<file path="src/rtl/rv_div_pkg.sv">
// rv_div_pkg: shared op encodings, FSM states and default width for the divide unit
package rv_div_pkg;
   localparam int DIV_WIDTH = 32;
   localparam logic [1:0] OP_DIV  = 2'b00;
   localparam logic [1:0] OP_DIVU = 2'b01;
   localparam logic [1:0] OP_REM  = 2'b10;
   localparam logic [1:0] OP_REMU = 2'b11;
   typedef enum logic [1:0] {IDLE, CALC, FIX, DONE} state_t;
endpackage

</file>
<file path="src/rtl/twos_mag.sv">
// twos_mag: combinational conditional two's-complement negate
module twos_mag #(
   parameter int WIDTH = 32
) (
   input  logic [WIDTH-1:0] val,
   input  logic             neg_en,
   output logic [WIDTH-1:0] out
);
   assign out = neg_en ? -val : val;
endmodule

</file>
<file path="src/rtl/iter_div_unit.sv">
// iter_div_unit: multi-cycle RV32M DIV/DIVU/REM/REMU, radix-2 restoring loop with sign fix-up
module iter_div_unit
   import rv_div_pkg::*;
#(
   parameter int WIDTH = DIV_WIDTH,
   parameter int CNT_W = 6
) (
   input  logic             clk,
   input  logic             rst,
   input  logic             start,
   input  logic [1:0]       op,
   input  logic [WIDTH-1:0] num1,
   input  logic [WIDTH-1:0] num2,
   output logic             busy,
   output logic             done,
   output logic [WIDTH-1:0] result
);
   localparam logic [WIDTH-1:0] MIN = {1'b1, {(WIDTH-1){1'b0}}};
   state_t           r_state;
   logic             r_busy, r_done, r_rem_sel, r_qneg, r_rneg;
   logic [CNT_W-1:0] r_cnt;
   logic [WIDTH-1:0] r_q, r_rem, r_div, r_result;
   logic [WIDTH-1:0] w_m1, w_m2, w_spec, w_fix;
   logic [WIDTH:0]   w_sh, w_diff;
   logic             w_signed, w_zero, w_ovf, w_sp, w_accept;

   assign w_signed = ~op[0];
   assign w_zero   = num2 == '0;
   assign w_ovf    = w_signed && num1 == MIN && &num2;
   assign w_sp     = w_zero || w_ovf;
   assign w_accept = start && (r_state == IDLE || r_state == DONE);
   assign w_spec   = op[1] ? (w_zero ? num1 : '0) : (w_zero ? '1 : MIN);
   // remainder stays below the divisor, so the WIDTH+1 bit difference never overflows its sign
   assign w_sh     = {r_rem, r_q[WIDTH-1]};
   assign w_diff   = w_sh - {1'b0, r_div};

   twos_mag #(.WIDTH(WIDTH)) u_mag1 (.val(num1), .neg_en(w_signed & num1[WIDTH-1]), .out(w_m1));
   twos_mag #(.WIDTH(WIDTH)) u_mag2 (.val(num2), .neg_en(w_signed & num2[WIDTH-1]), .out(w_m2));
   twos_mag #(.WIDTH(WIDTH)) u_fix (
      .val(r_rem_sel ? r_rem : r_q),
      .neg_en(r_rem_sel ? r_rneg : r_qneg),
      .out(w_fix)
   );

   always_ff @(posedge clk or posedge rst) begin
      if (rst) begin
         r_state   <= IDLE;
         r_busy    <= 1'b0;
         r_done    <= 1'b0;
         r_rem_sel <= 1'b0;
         r_qneg    <= 1'b0;
         r_rneg    <= 1'b0;
         r_cnt     <= '0;
         r_q       <= '0;
         r_rem     <= '0;
         r_div     <= '0;
         r_result  <= '0;
      end else begin
         r_done <= 1'b0;
         if (w_accept) begin
            r_rem_sel <= op[1];
            r_qneg    <= w_signed & (num1[WIDTH-1] ^ num2[WIDTH-1]);
            r_rneg    <= w_signed & num1[WIDTH-1];
            r_q       <= w_m1;
            r_div     <= w_m2;
            r_rem     <= '0;
            r_cnt     <= '0;
            r_state   <= w_sp ? DONE : CALC;
            r_busy    <= !w_sp;
            r_done    <= w_sp;
            if (w_sp) r_result <= w_spec;
         end else if (r_state == CALC) begin
            r_rem <= w_diff[WIDTH] ? w_sh[WIDTH-1:0] : w_diff[WIDTH-1:0];
            r_q   <= {r_q[WIDTH-2:0], ~w_diff[WIDTH]};
            r_cnt <= r_cnt + CNT_W'(1);
            if (r_cnt == CNT_W'(WIDTH-1)) r_state <= FIX;
         end else if (r_state == FIX) begin
            r_result <= w_fix;
            r_state  <= DONE;
            r_busy   <= 1'b0;
            r_done   <= 1'b1;
         end else begin
            r_state <= IDLE;
         end
      end
   end

   assign busy   = r_busy;
   assign done   = r_done;
   assign result = r_result;
endmodule
</file>
<file path="config.mk">
export PLATFORM = sky130hd
export DESIGN_NAME = iter_div_unit
export DESIGN_NICKNAME = d
export VERILOG_FILES = /design/src/rtl/rv_div_pkg.sv /design/src/rtl/twos_mag.sv /design/src/rtl/iter_div_unit.sv
export SDC_FILE = /design/constraint.sdc
export NUM_CORES = 1
export LEC_CHECK = 0
export ABC_CLOCK_PERIOD_IN_PS = 8450
export CAP_MARGIN = 20
export CORE_MARGIN = 2
export CORE_UTILIZATION = 47
export CTS_CLUSTER_DIAMETER = 50
export DETAILED_ROUTE_END_ITERATION = 10
export PLACE_DENSITY = 0.68
export SLEW_MARGIN = 10
export SYNTH_ARGS = -nofsm -noshare
export SYNTH_HDL_FRONTEND = slang
export SYNTH_SLANG_ARGS = --single-unit
</file>
<file path="constraint.sdc">
create_clock -name clk -period 8.45 [get_ports clk]
set_input_delay 1.69 -clock clk [delete_from_list [all_inputs] [get_ports clk]]
set_output_delay 1.69 -clock clk [all_outputs]
set_load 0.02 [all_outputs]
</file>
# Word level (Yosys, flattened, before mapping)
# Index checks and enable logic that the tools add are counted.
[word_totals] register_bits=141 wordCells=73 inputBits=69
[op_classes] muxes=30 eq_ne=8 bitwise_logic=6 n_reduce_logical=13 addsub=5
[op_table] cell="$mux W32" n=15
[op_table] cell="$neg A32 Y32" n=3
[op_table] cell="$sub A33 B32 Y33" n=1
[op_table] cell="$eq A32 B32 Y1 const B" n=1
[op_table] cell="$logic_not A32 Y1" n=1
[op_table] cell="$reduce_and A32 Y1" n=1
[op_table] cell="$mux W31" n=1
[op_table] cell="$mux W6" n=2
[op_table] cell="$mux W2" n=5
[op_table] cell="$mux W1" n=7
[op_table] cell="$add A6 B1 Y6 const B" n=1
[op_table] cell="$eq A6 B5 Y1 const B" n=1
[op_table] cell="$eq A2 B2 Y1 const B" n=2
[op_table] cell="$ne A2 B2 Y1 const B" n=2
[op_table] cell="$reduce_bool A2 Y1" n=2
[op_table] cell="$and A1 B1 Y1" n=3
[op_table] cell="$logic_and A1 B1 Y1" n=3
[op_table] cell="$ne A3 B2 Y1 const B" n=1
[op_table] cell="$reduce_and A3 Y1" n=1
[op_table] cell="$eq A2 B1 Y1 const B" n=1
[op_table] cell="$logic_not A2 Y1" n=1
[op_table] cell="$logic_or A1 B1 Y1" n=2
[op_table] cell="$not A1 Y1" n=2
[op_table] cell="$reduce_and A2 Y1" n=1
[op_table] cell="2 further kinds" n=2

# Depth between registers and ports, before layout
# Gate-level depths: netlist (run 1).
[depth] ltp_word=6 depth_mapped=15 depth_no_buf=13

# By module
# From an unflattened synthesis (run 1), not the netlist that was laid out.
[unflattened] hier_cells=1334 hier_area_um2=11173.2
[modules_own_cells] mod="iter_div_unit" instances=1 cells_per_inst=1010 area_per_inst_um2=8872.3
[modules_own_cells] mod="twos_mag" instances=3 cells_per_inst=108 area_per_inst_um2=767.0

# Worst setup path after synthesis (run 1)
# Ideal clock, no wire load.
[synth_timing] kind="input port to flip-flop" startpoint="input num1[0]" endpoint="register r_result[13], in the netlist result[13]" t_arrival_ns=3.748 path_stages=11 setup_time_ns=0.125 n_path_buf=2 slack_ns=4.577 cell_sequence="inv_1 ha_1 nor4b_1 nand3_1 nor4_4 a31oi_2 nand2_2 nand2b_1 buf_6 buf_8 mux2_4"
[synth_via] elab_chain_cells=6
[synth_lines] element="start, declared" line_no="iter_div_unit.sv:12" rtl="input logic [WIDTH-1:0] num1,"
[synth_lines] element="$eq A32 B32 Y1" line_no="iter_div_unit.sv:29" rtl="assign w_ovf = w_signed && num1 == MIN && &num2;"
[synth_lines] element="$logic_and A1 B1 Y1 (2 in a row)" line_no="iter_div_unit.sv:29"
[synth_lines] element="$logic_or A1 B1 Y1" line_no="iter_div_unit.sv:30" rtl="assign w_sp = w_zero || w_ovf;"
[synth_lines] element="$ne A2 B2 Y1 (no line)"
[synth_lines] element="$reduce_and A3 Y1 (no line)"
[synth_lines] element="end signal, assigned" line_no="iter_div_unit.sv:71" rtl="if (w_sp) r_result <= w_spec;"
[synth_lines] element="end signal, assigned" line_no="iter_div_unit.sv:78" rtl="r_result <= w_fix;"
[synth_lines] element="end, declared" line_no="iter_div_unit.sv:22" rtl="logic [WIDTH-1:0] r_q, r_rem, r_div, r_result;"
# Every way passes these cells.
# A chain may end at the register's enable or synchronous reset.

# Final worst setup path (run 1)
[layout_timing] startpoint="input num1[24]" endpoint="register r_result[20], in the netlist result[20]"
# The elaborated chain is that of the path after synthesis.

==> out/results.ini, run 1 <==
[critical_path]
critPathLaunchType=primary input
worstReg2RegEnd=r_rem[23]
crit_arrival_ns=5.28
r2r-start=r_q[31]
crit_type=primary input to register
crit_fanout=46
r2r_cells=14
cp-end-kind=register
reg2reg_slack_ns=4.42
required_ns=8.77

[worst_hold_path]
hold_path.class=register to register
holdPathStages=2
hold_path_end=r_div[6]
min_from=r_div[6]

[final_layout]
n_fill_cell=2119
area_delta_synth_final_pct=16.2
fin_nets=1452
final_cell_mix=o21ai_0, dfrtp_1, nand2_1
drive_gt1_share_pct=6.50
final_area_sq_um=12500
diodes=0
final_common_cell=o21ai_0

[timing]
hold_slack_ns=0.477
finalSetupViolCount=0
period_needed_ns=4.97
relSlewSlack_pct=33.1
rsz0062_at_grt=false
hold_viol=0
period_share_pct=58.8
worstMarginPinSlew_ns=1.00
skew_ns=0.0168
finalSetupTns_ns=0
fmax_ghz=0.201
slew_violations=0

[yosys]
syn_area_per_cell_sq_um=8.46
ys_seq_area_share_pct=32.7
syn-num-nets=1386
async_flop_share_pct=100
synth_ff_type=dfrtp_1
ys_seq_elements=141
synth_cell_types=69
syn_area_sq_um=10800
syn_inst=1275
synth-edff-count=0
yosysWarnings=0

[placed_design]
gp_congestion=0.922
dpl-instance-area_sq_um=12000
place.port_buffers=102
dpl.hpwl_um=20700

[route]
vias_per_cell=5.79
wl_um=28100
drc=0
drt_first_iter_violations=779
ant_nets=0
drt-pass1-iter-count=6
via_count=9494
wl_per_cell_um=17.1

[clock_tree]
cts.sinks=141
post_cts_buffers=0
ctsRootBufferMaster=clkbuf_16
cts_made_buffers=17
hold_buffers=0
htreeDepth=4
ctsResizeCount=0
clk_pin_slew_ns=0.06
clock_latency_ns=0.44
cts_tree=yes
max-clock-path-buffers=2

[global_route]
grt_pass1_wl_um=45400
antenna_found_initial=0
track_usage_pct=23.3
grt_pass1_vias=8921
grt_max_degree=102
grt-ovfl-total=0

[pwr]
ir_drop_uv=184
swShare_pct=46.7
p_per_area_nw_per_um2=441
p_comb_share_pct=63.8
power.net_switching_mw=2.58
p_int_mw=2.94
power_mw=5.52
leakage_nw=5.22
seq_power_share_pct=23.2
clock_power_share_pct=13.1

[floorplanning]
dieArea_sq_um=24200
core_sq_um=22600
start_util_pct=47.8
die_h_um=155
ios=103
die_w_um=155
num_rows=55

[run]
max_cap_viol_count=0

[status]
outcome=finished clean

registers in the layout (all words and copies together), names as in the netlist:
signal	cells
r_state	2
r_q	32
result	32
r_rneg	1
r_rem_sel	1
r_qneg	1
r_div	32
done	1
r_rem	32
busy	1
r_cnt	6
cell usage after synthesis (18+ instances only):
library cell / instances / area (sq um)
mux2i_1: 86 / 861
inv_1: 60 / 225
nor2_1: 77 / 289
a21oi_1: 87 / 435
nand2_1: 132 / 495
xnor2_1: 70 / 613
nor3_1: 34 / 170
ha_1: 41 / 513
a31oi_1: 18 / 113
o21ai_0: 175 / 876
clkbuf_1: 46 / 173
xor2_1: 48 / 420
dfrtp_1: 141 / 3530
metal layers:
metal	GRT usage [%]	vias to the layer above	part of all wire, %
li1	-	4673	-
met1	34.8	4487	50
met2	35.3	301	43
met3	3.54	33	5.6
met4	6.16	0	1.3
met5	0	-	0
critical path, cell delays in order:
cell and delay (ns):
clkdlybuf4s50_1 0.54, or4_1 0.57, or3_1 0.35, nor2_1 0.38
and3_1 0.37, a31oi_2 0.18, nand2_2 0.14, nand2b_2 0.54
mux2_4 0.50
final cells by class:
type                            instances  area, sq um  area share [%]
Clock buffer                           19          433            3.46
Clock inverter                         13          120           0.959
Inverter                               60          230            1.84
Multi-Input combinational cell       1011         6770            54.1
Sequential cell                       141         3530            28.2
Tap cell                              285          357            2.85
Timing Repair Buffer                  110         1080            8.63
how the worst max path moves through the flow:
stage                     startpoint         end  cells past startpoint
after floorplan                  rst        busy                      1
after global placement      num1[26]  result[20]                      9
after detailed placement    num1[24]   result[7]                      9
after CTS                   num1[24]  result[20]                      9
after global routing         num1[1]  result[25]                     10
final                       num1[24]  result[20]                      9
per-stage QoR:
step / cells / utilization [%] / worst slack, ns
2_1_floorplan: 1275 / - / 2.98
3_3_place_gp: 1606 / 53.0 / 3.14
3_5_place_dp: 1607 / 53.0 / 3.11
4_1_cts: 1639 / 55.5 / 3.55
5_1_grt: 1639 / 55.5 / 3.34
6_report: 1639 / 55.5 / 3.48
kinds of logic after synthesis:
logic type	synth area share, %
adder cells (fa/ha/maj)	4.94
AND/OR/NAND/NOR	15.9
buffers and inverters	4.75
flip-flops	32.7
AO/OA/AOI/OAI	21.0
XOR/XNOR	9.74
multiplexers	10.9
power by group through the flow:
stage / Combinational (mW) / Sequential (mW) / Clock [mW]
CTS: 3.49 / 1.28 / 0.728
global placement: 3.41 / 1.27 / 0
global route: 3.89 / 1.33 / 0.762
detailed placement: 3.48 / 1.29 / 0
finish: 3.52 / 1.28 / 0.720
floorplan: 2.66 / 1.28 / 0
(Power assumes the default switching activity.)
==> inputs of run 2 (changes only) <==
Settings changed: ABC_CLOCK_PERIOD_IN_PS 8450 to 4900.
Clock period 8.45 ns to 4.9 ns, I/O delays scaled along.
==> out/results.ini, run 2 (synthesized netlist as in run 1, its figures left out) <==
[status]
outcome=finished clean

[clock_tree]
cts_tree=yes
clk_pin_slew_ns=0.06  ; about the same
clock_latency_ns=0.42  ; -0.02 ns
cts.sinks=141  ; unchanged
cts_made_buffers=17  ; unchanged
post_cts_buffers=0  ; unchanged
ctsRootBufferMaster=clkbuf_16
max-clock-path-buffers=2  ; unchanged
hold_buffers=0  ; unchanged
ctsResizeCount=0  ; unchanged
htreeDepth=4  ; unchanged

[timing]
relSlewSlack_pct=28.9  ; -4.2 points
worstMarginPinSlew_ns=1.07  ; +0.0626 ns
skew_ns=0.0104  ; -0.00640 ns
rsz0062_at_grt=false
slew_violations=0  ; unchanged
hold_viol=0  ; unchanged
finalSetupViolCount=0  ; unchanged
hold_slack_ns=0.475  ; -0.00180 ns
period_needed_ns=4.09
period_share_pct=83.4
fmax_ghz=0.245
finalSetupTns_ns=0  ; unchanged
layout_setup_ws_ns=0.813  ; -2.67 ns

[floorplanning]
num_rows=55  ; unchanged
die_h_um=155  ; unchanged
die_w_um=155  ; unchanged
core_sq_um=22600  ; unchanged
ios=103  ; unchanged
dieArea_sq_um=24200  ; unchanged
start_util_pct=47.8  ; unchanged

[pwr]
power_mw=9.76  ; +77%
leakage_nw=5.32  ; +1.9%
p_per_area_nw_per_um2=771  ; +75%
ir_drop_uv=402  ; +120%

[final_layout]
area_delta_synth_final_pct=17.5
stdcell_count=1645  ; +0.37%
final_common_cell=o21ai_0
final_cell_mix=o21ai_0, dfrtp_1, nand2_1
fin_nets=1458  ; +0.41%
drive_gt1_share_pct=7.06  ; +0.56 points
diodes=0  ; unchanged

[global_route]
track_usage_pct=23.4  ; +0.063 points
grt_max_degree=105  ; +2.9%
grt-ovfl-total=0  ; unchanged
grt_pass1_vias=8799  ; -1.4%
grt_pass1_wl_um=45600  ; +0.40%
antenna_found_initial=1  ; +1

[run]
max_cap_viol_count=0  ; unchanged

[route]
wl_um=28300  ; +0.59%
vias_per_cell=5.76  ; -0.57%
drc=0  ; unchanged
drt_first_iter_violations=894  ; +15%
wl_per_cell_um=17.2  ; +0.23%
ant_nets=0  ; unchanged
drt-pass1-iter-count=5  ; -1
via_count=9474  ; -0.21%

[placed_design]
dpl.hpwl_um=20700  ; about the same
dp_worst_setup_slack_ns=0.724  ; -2.39 ns
gp_congestion=0.907  ; -1.6%
place.port_buffers=102  ; unchanged
dp.cells=1612  ; +0.31%

[critical_path]
required_ns=5.16  ; -3.61 ns
critPathLaunchType=register
crit_fanout=26  ; -43%
crit_type=register to register
reg2reg_slack_ns=0.81  ; -3.61 ns
cp-end-kind=register
crit_arrival_ns=4.34  ; -0.94 ns

[worst_hold_path]
hold_path.class=register to register

==> run 2: changes by cell type in the layout (fill, tap and decap cells not counted), moves of 2 or more <==
cell	change
buf_4	+6
bufinv_16	+4
clkbuf_1	-2
clkbuf_8	+3
clkinv_2	+3
clkinv_4	-3
clkinvlp_4	-4
==> run 2: worst paths after layout <==
check                               from         to  depth (start not counted)
worst min-delay path            r_div[5]   r_div[5]                          2
worst max-delay path             r_q[31]  r_rem[13]                         14
max in group asynchronous            rst  r_div[18]                          3
worst max register to register   r_q[31]  r_rem[13]                         14
min in group asynchronous            rst   r_div[8]                          2
worst min register to register  r_div[5]   r_div[5]                          2
==> run 2: power breakdown <==
group | internal, mW | switching [mW]
sequential | 1.71 | 0.552
combinational | 2.67 | 3.38
clock | 0.940 | 0.509
==> run 2: worst max-delay path: stages, from the launching register on <==
cell,delay [ns]
dfrtp_1,0.40
inv_1,0.09
ha_1,0.17
inv_1,0.06
fa_1,0.39
a21o_1,0.23
a221oi_2,0.39
nand2_1,0.15
a31o_2,0.27
nor2_1,0.29
o21a_1,0.37
xnor2_4,0.44
buf_4,0.35
mux2i_1,0.22
a21oi_1,0.08
==> run 2: final cells by class <==
type | count | area (sq um)
clock buffer | 20 | 467
sequential | 141 | 3530
fill | 2122 | 9900
inverter | 60 | 230
clock inverter | 12 | 190
timing repair buffer | 116 | 1130
multi-input combinational | 1011 | 6770
tap | 285 | 357
==> run 2: per-stage QoR <==
step / utilization, % / cell area (sq um)
2_1_floorplan: - / 10800
3_3_place_gp: 53.2 / 12000
3_5_place_dp: 53.2 / 12000
4_1_cts: 56.1 / 12700
5_1_grt: 56.1 / 12700
6_report: 56.1 / 12700
==> run 2: metal layers <==
metal / vias to the layer above / track usage (%) / share of wire, % / wire [um]
met2: 298 / 36.1 / 43 / 12200
met3: 38 / 3.12 / 5.2 / 1460
met4: 0 / 5.81 / 1.6 / 441
met5: - / 0 / 0 / 0
li1: 4690 / - / - / -
met1: 4448 / 34.6 / 50 / 14100
